<file path="src/rtl/pipeline_hazard_ctrl_pkg.sv">
// Shared state encodings and types for the pipeline stall/flush sequencer.
// Imported by the interface, the comparator and the top-level FSM.
package pipeline_hazard_ctrl_pkg;

    localparam int CTRL_STATE_WIDTH = 2;

    typedef logic [CTRL_STATE_WIDTH-1:0] ctrl_state_t;

    localparam ctrl_state_t CTRL_RUN      = 2'd0;
    localparam ctrl_state_t CTRL_MEM_WAIT = 2'd1;
    localparam ctrl_state_t CTRL_FLUSH    = 2'd2;

    localparam int REG_ADDR_WIDTH = 5;

    typedef logic [REG_ADDR_WIDTH-1:0] reg_addr_t;

endpackage

</file>
<file path="src/rtl/pipeline_hazard_ctrl_if.sv">
// Bundle of pipeline status inputs and stall/flush controls around the sequencer.
// The pipeline side drives through master; the sequencer attaches as slave.
interface pipeline_hazard_ctrl_if;
    import pipeline_hazard_ctrl_pkg::*;

    logic      dec_valid;
    reg_addr_t dec_rs1;
    reg_addr_t dec_rs2;
    logic      alu_valid;
    logic      alu_is_load;
    reg_addr_t alu_rd;
    logic      alu_change_pc;
    logic      alu_mem_req;
    logic      mem_ack;
    logic      trap_req;

    logic      stall_if;
    logic      stall_id;
    logic      force_stall_alu;
    logic      bubble_ex;
    logic      flush_if;
    logic      flush_id;
    logic      flush_alu;
    logic      mem_timeout_exc;

    modport master (
        output dec_valid, dec_rs1, dec_rs2, alu_valid, alu_is_load, alu_rd,
               alu_change_pc, alu_mem_req, mem_ack, trap_req,
        input  stall_if, stall_id, force_stall_alu, bubble_ex,
               flush_if, flush_id, flush_alu, mem_timeout_exc
    );

    modport slave (
        input  dec_valid, dec_rs1, dec_rs2, alu_valid, alu_is_load, alu_rd,
               alu_change_pc, alu_mem_req, mem_ack, trap_req,
        output stall_if, stall_id, force_stall_alu, bubble_ex,
               flush_if, flush_id, flush_alu, mem_timeout_exc
    );

endinterface

</file>
<file path="src/rtl/pipeline_hazard_ctrl_load_use_detect.sv">
// Pure load-use comparator: a load in EX whose destination is read by the
// instruction in ID. Register x0 is hard-wired zero and never hazards.
module load_use_detect
    import pipeline_hazard_ctrl_pkg::*;
(
    input  logic      dec_valid,
    input  reg_addr_t dec_rs1,
    input  reg_addr_t dec_rs2,
    input  logic      alu_valid,
    input  logic      alu_is_load,
    input  reg_addr_t alu_rd,
    output logic      hazard
);

    assign hazard = dec_valid && alu_valid && alu_is_load && (alu_rd != 5'd0) &&
                    ((alu_rd == dec_rs1) || (alu_rd == dec_rs2));

endmodule

</file>
<file path="src/rtl/pipeline_hazard_ctrl.sv">
// Stall/flush sequencer for the 5-stage RV32I pipeline: load-use stalls, data
// memory wait with timeout, and multi-cycle front-end flush after redirects/traps.
module pipeline_hazard_ctrl
    import pipeline_hazard_ctrl_pkg::*;
#(
    parameter int MEM_TIMEOUT  = 16,
    parameter int FLUSH_CYCLES = 2
) (
    input  logic                    clk,
    input  logic                    rstn,
    pipeline_hazard_ctrl_if.slave   hz
);

    localparam int             CW           = $clog2(MEM_TIMEOUT) + 1;
    localparam logic [CW-1:0]  CNT_ZERO     = {CW{1'b0}};
    localparam logic [CW-1:0]  CNT_ONE      = {{(CW-1){1'b0}}, 1'b1};
    localparam logic [CW-1:0]  CNT_MAX      = {CW{1'b1}};
    localparam logic [CW-1:0]  TIMEOUT_LAST = CW'(MEM_TIMEOUT - 1);
    localparam logic [CW-1:0]  FLUSH_LOAD   = CW'(FLUSH_CYCLES - 1);
    localparam ctrl_state_t    REDIRECT_ST  = (FLUSH_CYCLES > 1) ? CTRL_FLUSH : CTRL_RUN;

    ctrl_state_t   state_q, state_d;
    logic [CW-1:0] wait_cnt_q, wait_cnt_d;
    logic [CW-1:0] flush_cnt_q, flush_cnt_d;

    logic hazard_s;
    logic stall_s, force_s, bubble_s, flush_fe_s, flush_alu_s, timeout_s;

    load_use_detect u_load_use_detect (
        .dec_valid   (hz.dec_valid),
        .dec_rs1     (hz.dec_rs1),
        .dec_rs2     (hz.dec_rs2),
        .alu_valid   (hz.alu_valid),
        .alu_is_load (hz.alu_is_load),
        .alu_rd      (hz.alu_rd),
        .hazard      (hazard_s)
    );

    // Next-state, counter and output decode; trap_req overrides every state.
    always_comb begin
        state_d     = state_q;
        wait_cnt_d  = wait_cnt_q;
        flush_cnt_d = flush_cnt_q;
        stall_s     = 1'b0;
        force_s     = 1'b0;
        bubble_s    = 1'b0;
        flush_fe_s  = 1'b0;
        flush_alu_s = 1'b0;
        timeout_s   = 1'b0;

        if (hz.trap_req) begin
            flush_fe_s  = 1'b1;
            flush_alu_s = 1'b1;
            wait_cnt_d  = CNT_ZERO;
            flush_cnt_d = FLUSH_LOAD;
            state_d     = REDIRECT_ST;
        end else begin
            case (state_q)
                CTRL_RUN: begin
                    if (hz.alu_change_pc && hz.alu_valid) begin
                        flush_fe_s  = 1'b1;
                        flush_cnt_d = FLUSH_LOAD;
                        state_d     = REDIRECT_ST;
                    end else if (hz.alu_mem_req && !hz.mem_ack) begin
                        wait_cnt_d = CNT_ONE;
                        state_d    = CTRL_MEM_WAIT;
                    end else if (hazard_s) begin
                        stall_s  = 1'b1;
                        bubble_s = 1'b1;
                    end else begin
                        state_d = CTRL_RUN;
                    end
                end
                CTRL_MEM_WAIT: begin
                    // EX is frozen here, so a pending redirect is re-evaluated after release.
                    if (hz.mem_ack) begin
                        wait_cnt_d = CNT_ZERO;
                        state_d    = CTRL_RUN;
                    end else if (wait_cnt_q >= TIMEOUT_LAST) begin
                        timeout_s   = 1'b1;
                        flush_fe_s  = 1'b1;
                        flush_alu_s = 1'b1;
                        wait_cnt_d  = CNT_ZERO;
                        flush_cnt_d = FLUSH_LOAD;
                        state_d     = REDIRECT_ST;
                    end else begin
                        stall_s    = 1'b1;
                        force_s    = 1'b1;
                        wait_cnt_d = (wait_cnt_q == CNT_MAX) ? CNT_MAX : wait_cnt_q + CNT_ONE;
                    end
                end
                CTRL_FLUSH: begin
                    flush_fe_s = 1'b1;
                    if (flush_cnt_q <= CNT_ONE) begin
                        flush_cnt_d = CNT_ZERO;
                        state_d     = CTRL_RUN;
                    end else begin
                        flush_cnt_d = flush_cnt_q - CNT_ONE;
                    end
                end
                default: begin
                    state_d     = CTRL_RUN;
                    wait_cnt_d  = CNT_ZERO;
                    flush_cnt_d = CNT_ZERO;
                end
            endcase
        end
    end

    // State and counter registers.
    always_ff @(posedge clk or negedge rstn) begin
        if (!rstn) begin
            state_q     <= CTRL_RUN;
            wait_cnt_q  <= CNT_ZERO;
            flush_cnt_q <= CNT_ZERO;
        end else begin
            state_q     <= state_d;
            wait_cnt_q  <= wait_cnt_d;
            flush_cnt_q <= flush_cnt_d;
        end
    end

    // Gated by rstn so every control is quiet while reset is held.
    assign hz.stall_if        = rstn & stall_s;
    assign hz.stall_id        = rstn & stall_s;
    assign hz.force_stall_alu = rstn & force_s;
    assign hz.bubble_ex       = rstn & bubble_s;
    assign hz.flush_if        = rstn & flush_fe_s;
    assign hz.flush_id        = rstn & flush_fe_s;
    assign hz.flush_alu       = rstn & flush_alu_s;
    assign hz.mem_timeout_exc = rstn & timeout_s;

endmodule

</file>
<file path="src/flat_wrapper.sv">
// flat-port wrapper written by rule: the top's interface ports become plain ports
module pipeline_hazard_ctrl_flat import pipeline_hazard_ctrl_pkg::*;
#(
    parameter int MEM_TIMEOUT  = 16,
    parameter int FLUSH_CYCLES = 2
)
  (clk, rstn, hz_dec_valid, hz_dec_rs1, hz_dec_rs2, hz_alu_valid, hz_alu_is_load, hz_alu_rd, hz_alu_change_pc, hz_alu_mem_req, hz_mem_ack, hz_trap_req, hz_stall_if, hz_stall_id, hz_force_stall_alu, hz_bubble_ex, hz_flush_if, hz_flush_id, hz_flush_alu, hz_mem_timeout_exc);
  pipeline_hazard_ctrl_if hz_i ();
  input  logic clk;
  input  logic rstn;
  input wire logic [$bits(hz_i.dec_valid)-1:0] hz_dec_valid;
  input wire logic [$bits(hz_i.dec_rs1)-1:0] hz_dec_rs1;
  input wire logic [$bits(hz_i.dec_rs2)-1:0] hz_dec_rs2;
  input wire logic [$bits(hz_i.alu_valid)-1:0] hz_alu_valid;
  input wire logic [$bits(hz_i.alu_is_load)-1:0] hz_alu_is_load;
  input wire logic [$bits(hz_i.alu_rd)-1:0] hz_alu_rd;
  input wire logic [$bits(hz_i.alu_change_pc)-1:0] hz_alu_change_pc;
  input wire logic [$bits(hz_i.alu_mem_req)-1:0] hz_alu_mem_req;
  input wire logic [$bits(hz_i.mem_ack)-1:0] hz_mem_ack;
  input wire logic [$bits(hz_i.trap_req)-1:0] hz_trap_req;
  output wire logic [$bits(hz_i.stall_if)-1:0] hz_stall_if;
  output wire logic [$bits(hz_i.stall_id)-1:0] hz_stall_id;
  output wire logic [$bits(hz_i.force_stall_alu)-1:0] hz_force_stall_alu;
  output wire logic [$bits(hz_i.bubble_ex)-1:0] hz_bubble_ex;
  output wire logic [$bits(hz_i.flush_if)-1:0] hz_flush_if;
  output wire logic [$bits(hz_i.flush_id)-1:0] hz_flush_id;
  output wire logic [$bits(hz_i.flush_alu)-1:0] hz_flush_alu;
  output wire logic [$bits(hz_i.mem_timeout_exc)-1:0] hz_mem_timeout_exc;
  assign hz_i.dec_valid = hz_dec_valid;
  assign hz_i.dec_rs1 = hz_dec_rs1;
  assign hz_i.dec_rs2 = hz_dec_rs2;
  assign hz_i.alu_valid = hz_alu_valid;
  assign hz_i.alu_is_load = hz_alu_is_load;
  assign hz_i.alu_rd = hz_alu_rd;
  assign hz_i.alu_change_pc = hz_alu_change_pc;
  assign hz_i.alu_mem_req = hz_alu_mem_req;
  assign hz_i.mem_ack = hz_mem_ack;
  assign hz_i.trap_req = hz_trap_req;
  assign hz_stall_if = hz_i.stall_if;
  assign hz_stall_id = hz_i.stall_id;
  assign hz_force_stall_alu = hz_i.force_stall_alu;
  assign hz_bubble_ex = hz_i.bubble_ex;
  assign hz_flush_if = hz_i.flush_if;
  assign hz_flush_id = hz_i.flush_id;
  assign hz_flush_alu = hz_i.flush_alu;
  assign hz_mem_timeout_exc = hz_i.mem_timeout_exc;
  pipeline_hazard_ctrl #(.MEM_TIMEOUT(MEM_TIMEOUT), .FLUSH_CYCLES(FLUSH_CYCLES)) u_core (.clk(clk), .rstn(rstn), .hz(hz_i));
endmodule
</file>
<file path="config.mk">
export PLATFORM = sky130hd
export DESIGN_NAME = pipeline_hazard_ctrl_flat
export DESIGN_NICKNAME = d
export VERILOG_FILES = /design/src/rtl/pipeline_hazard_ctrl_pkg.sv /design/src/rtl/pipeline_hazard_ctrl_if.sv /design/src/rtl/pipeline_hazard_ctrl_load_use_detect.sv /design/src/rtl/pipeline_hazard_ctrl.sv /design/src/flat_wrapper.sv
export SDC_FILE = /design/constraint.sdc
export NUM_CORES = 1
export LEC_CHECK = 0
export CORE_ASPECT_RATIO = 1.2
export CORE_MARGIN = 2
export CORE_UTILIZATION = 44
export CTS_CLUSTER_SIZE = 40
export DETAILED_ROUTE_END_ITERATION = 16
export GPL_ROUTABILITY_DRIVEN = 0
export PLACE_DENSITY = 0.85
export RECOVER_POWER = 25
export SLEW_MARGIN = 0
export SYNTH_ARGS = -nofsm -noshare
export SYNTH_HDL_FRONTEND = slang
export SYNTH_SLANG_ARGS = --single-unit
</file>
<file path="constraint.sdc">
create_clock -name clk -period 2.4 [get_ports clk]
set_input_delay 0.36 -clock clk [delete_from_list [all_inputs] [get_ports clk]]
set_output_delay 0.36 -clock clk [all_outputs]
set_load 0.005 [all_outputs]
</file>
==> results.cfg <==
[run_status]
status = finished, final reports clean

[cells_and_area]
drive_gt1_frac = 0.192
n_antenna_cell = 0
nNetsFinal = 174
finalInstanceArea_sq_um = 1420
syn2layout_area_growth_pct = 53.1
finish.utilization = 0.701
fillers = 156

[logic_synthesis]
synthTopCellsByCount = dfrtp_1, nor2_1, xor2_1
async_reset_ff_frac = 1.00
synth_cell_type_count = 42
syn-num-nets = 128
yosys.area.top_type = dfrtp_1
synthesis.area_sq_um = 928
synth-main-ff-cell = dfrtp_1
synth_edf_count = 0
syn_inst = 101
synth_area_per_cell_sq_um = 9.19
ys_top_cells_by_area = dfrtp_1, xor2_1, nor2_1
ys_ff_latch = 12
seq_area_frac_synth = 0.323
synth_top_cell_area_share = 0.323
synth_most_common_cell = dfrtp_1
ys_warn_count = 0

[floorplan]
io_pins = 32
start_util = 0.458
die_w_microns = 45.9
dieHeight_microns = 54.3
core_sq_um = 2030
num_rows = 18
floorplan.die_area_sq_um = 2490

[hold_path]
hp-class = in -> async

[detailed_routing]
dr.pass1.iters = 4
drt_iter0_markers = 15
vias = 956
avgViaCountPerCell = 5.76
route.detailed.drc = 0
ant_nets = 0
wl_per_cell_microns = 15.7
wirelength_mm = 2.61

[timing]
worst_pin_slew_ns = 0.362
final.setup.tns_ns = 0
finalCritPeriodShare = 0.983
fin_skew_ns = 0.00687
max_freq_mhz = 424
setup_viol = 0
hold_viol = 0
layout_min_cycle_time_ns = 2.36
relSlewSlack = 0.758
maxSlewViolCount = 0
holdWs_ns = 0.516
setup_ws_ns = 0.0414

[clock_network]
ctsHoldBuffers = 0
path_clk_slew_ns = 0.08
clockBufferDepth = 2
tritoncts = built
root_buffer = clkbuf_4
cts_made_buffers = 3
h-tree-depth = 1
cts.sinks = 12
clock_latency_ns = 0.27

[placed_design]
io_buffer_count = 31
dpl.hpwl_mm = 1.90
dp_slack_ns = -0.0521
dpl_cell_area_sq_um = 1310

[setup_path]
cp_top_family = buffers and inverters
slowest_delay_ns = 0.50
worst_ep_arrival_time_ns = 2.00
cp_slowest_cell = clkdlybuf4s50_1
critPathLaunchType = input pin
critPathRequiredTime_ns = 2.04
critPathMaxFanout = 3
path_buf_inv = 2
path_class = in -> out
crit_chain = clkdlybuf4s50_1 -> xor2_1 -> nor3_1 -> a22oi_1 -> nor2_1 -> clkdlybuf4s50_1
path_common_cell = clkdlybuf4s50_1
crit_path_end_kind = output port

[power]
ir_worst_vdd_mv = 0.395
powerDensity_nw_per_um2 = 459
leakage_nw = 0.642

[job]
max-cap-violations = 0

[grt]
grt_overflow = 0
grtUsageTotal = 0.202
grt_max_degree = 17
antenna_found_initial = 0
grt_pass1_vias = 853
grt_pass1_wl_mm = 3.57
state kept, by name, summed over array words and instances, names as in the netlist:
signal              cells
u_core.flush_cnt_q      5
u_core.state_q          2
u_core.wait_cnt_q       5
what timing repair did:
action,4_1_cts,5_1_grt
endpoints found under the setup margin,6,5
setup buffers,3,2
pin swaps,1,4
gates resized for setup,6,7
path summary, 6_finish.rpt:
kind	from	to	slack, ns	cells after the start
max reg2reg	u_core.wait_cnt_q[0]	u_core.flush_cnt_q[0]	0.67	7
max	hz_alu_rd[0]	hz_bubble_ex	0.04	6
min reg2reg	u_core.flush_cnt_q[2]	u_core.flush_cnt_q[2]	0.58	1
min in group clk	u_core.flush_cnt_q[2]	u_core.flush_cnt_q[2]	0.58	1
min	rstn	u_core.flush_cnt_q[2]	0.52	2
max in group asynchronous	rstn	u_core.wait_cnt_q[2]	1.76	2
area by class of cell:
class / instances / area [sq um] / area share
multi-input cells: 81 / 607 / 0.427
repair buffers: 44 / 434 / 0.305
flip-flops and latches: 12 / 300 / 0.211
clock buffers: 4 / 36.3 / 0.0255
well taps: 20 / 25.0 / 0.0176
inverters: 5 / 18.8 / 0.0132
kinds of logic (layout without fill, tap and decap cells):
kind of cell               Yosys count  count (layout)  share of synthesized area
AOI/OAI and AO/OA                   31              31                      0.278
adders and majority gates            3               3                     0.0404
and+or+nand+nor                     37              37                      0.220
DFF                                 12              12                      0.323
buffers and inverters                8              53                     0.0445
xor gates and xnor gates            10              10                     0.0943
metrics by stage:
step           power, mW  std cells
6_report           0.652        166
5_1_grt            0.695        166
4_1_cts            0.650        164
3_5_place_dp       0.486        157
3_3_place_gp       0.477        157
2_1_floorplan      0.392        101
where the power goes:
| part | switching (mW) | leakage (nW) | internal, mW | total, mW |
|---|---|---|---|---|
| combinational | 0.103 | 0.461 | 0.124 | 0.227 |
| clock | 0.0703 | 0.0210 | 0.0922 | 0.162 |
| sequential | 0.0386 | 0.160 | 0.224 | 0.263 |
| total | 0.212 | 0.642 | 0.440 | 0.652 |
cell usage in the layout (no fill, tap or decap), types with 2 or more instances in the layout:
cell / instances
nand2_1: 3
dlymetal6s2s_1: 4
ha_1: 2
nor3_1: 6
and2_1: 2
o21ai_1: 3
xor2_1: 10
nand4b_1: 2
buf_4: 10
o211ai_2: 2
o21ai_0: 2
a21oi_1: 3
inv_1: 5
clkdlybuf4s50_1: 23
nor2_1: 11
a211o_1: 2
nand2b_1: 4
dfrtp_1: 12
nand2b_4: 2
dlygate4sd2_1: 3
clkbuf_4: 3
nor3_2: 2
buf_6: 2
per-layer routing:
metal	global-route usage	part of all wire	up-vias	wire, microns
li1	-	-	461	-
met1	0.215	0.37	459	963
met2	0.384	0.54	32	1410
met3	0.0396	0.079	4	207
met4	0.0714	0.011	0	29
met5	0	0	-	0
(Power assumes the default switching activity.)
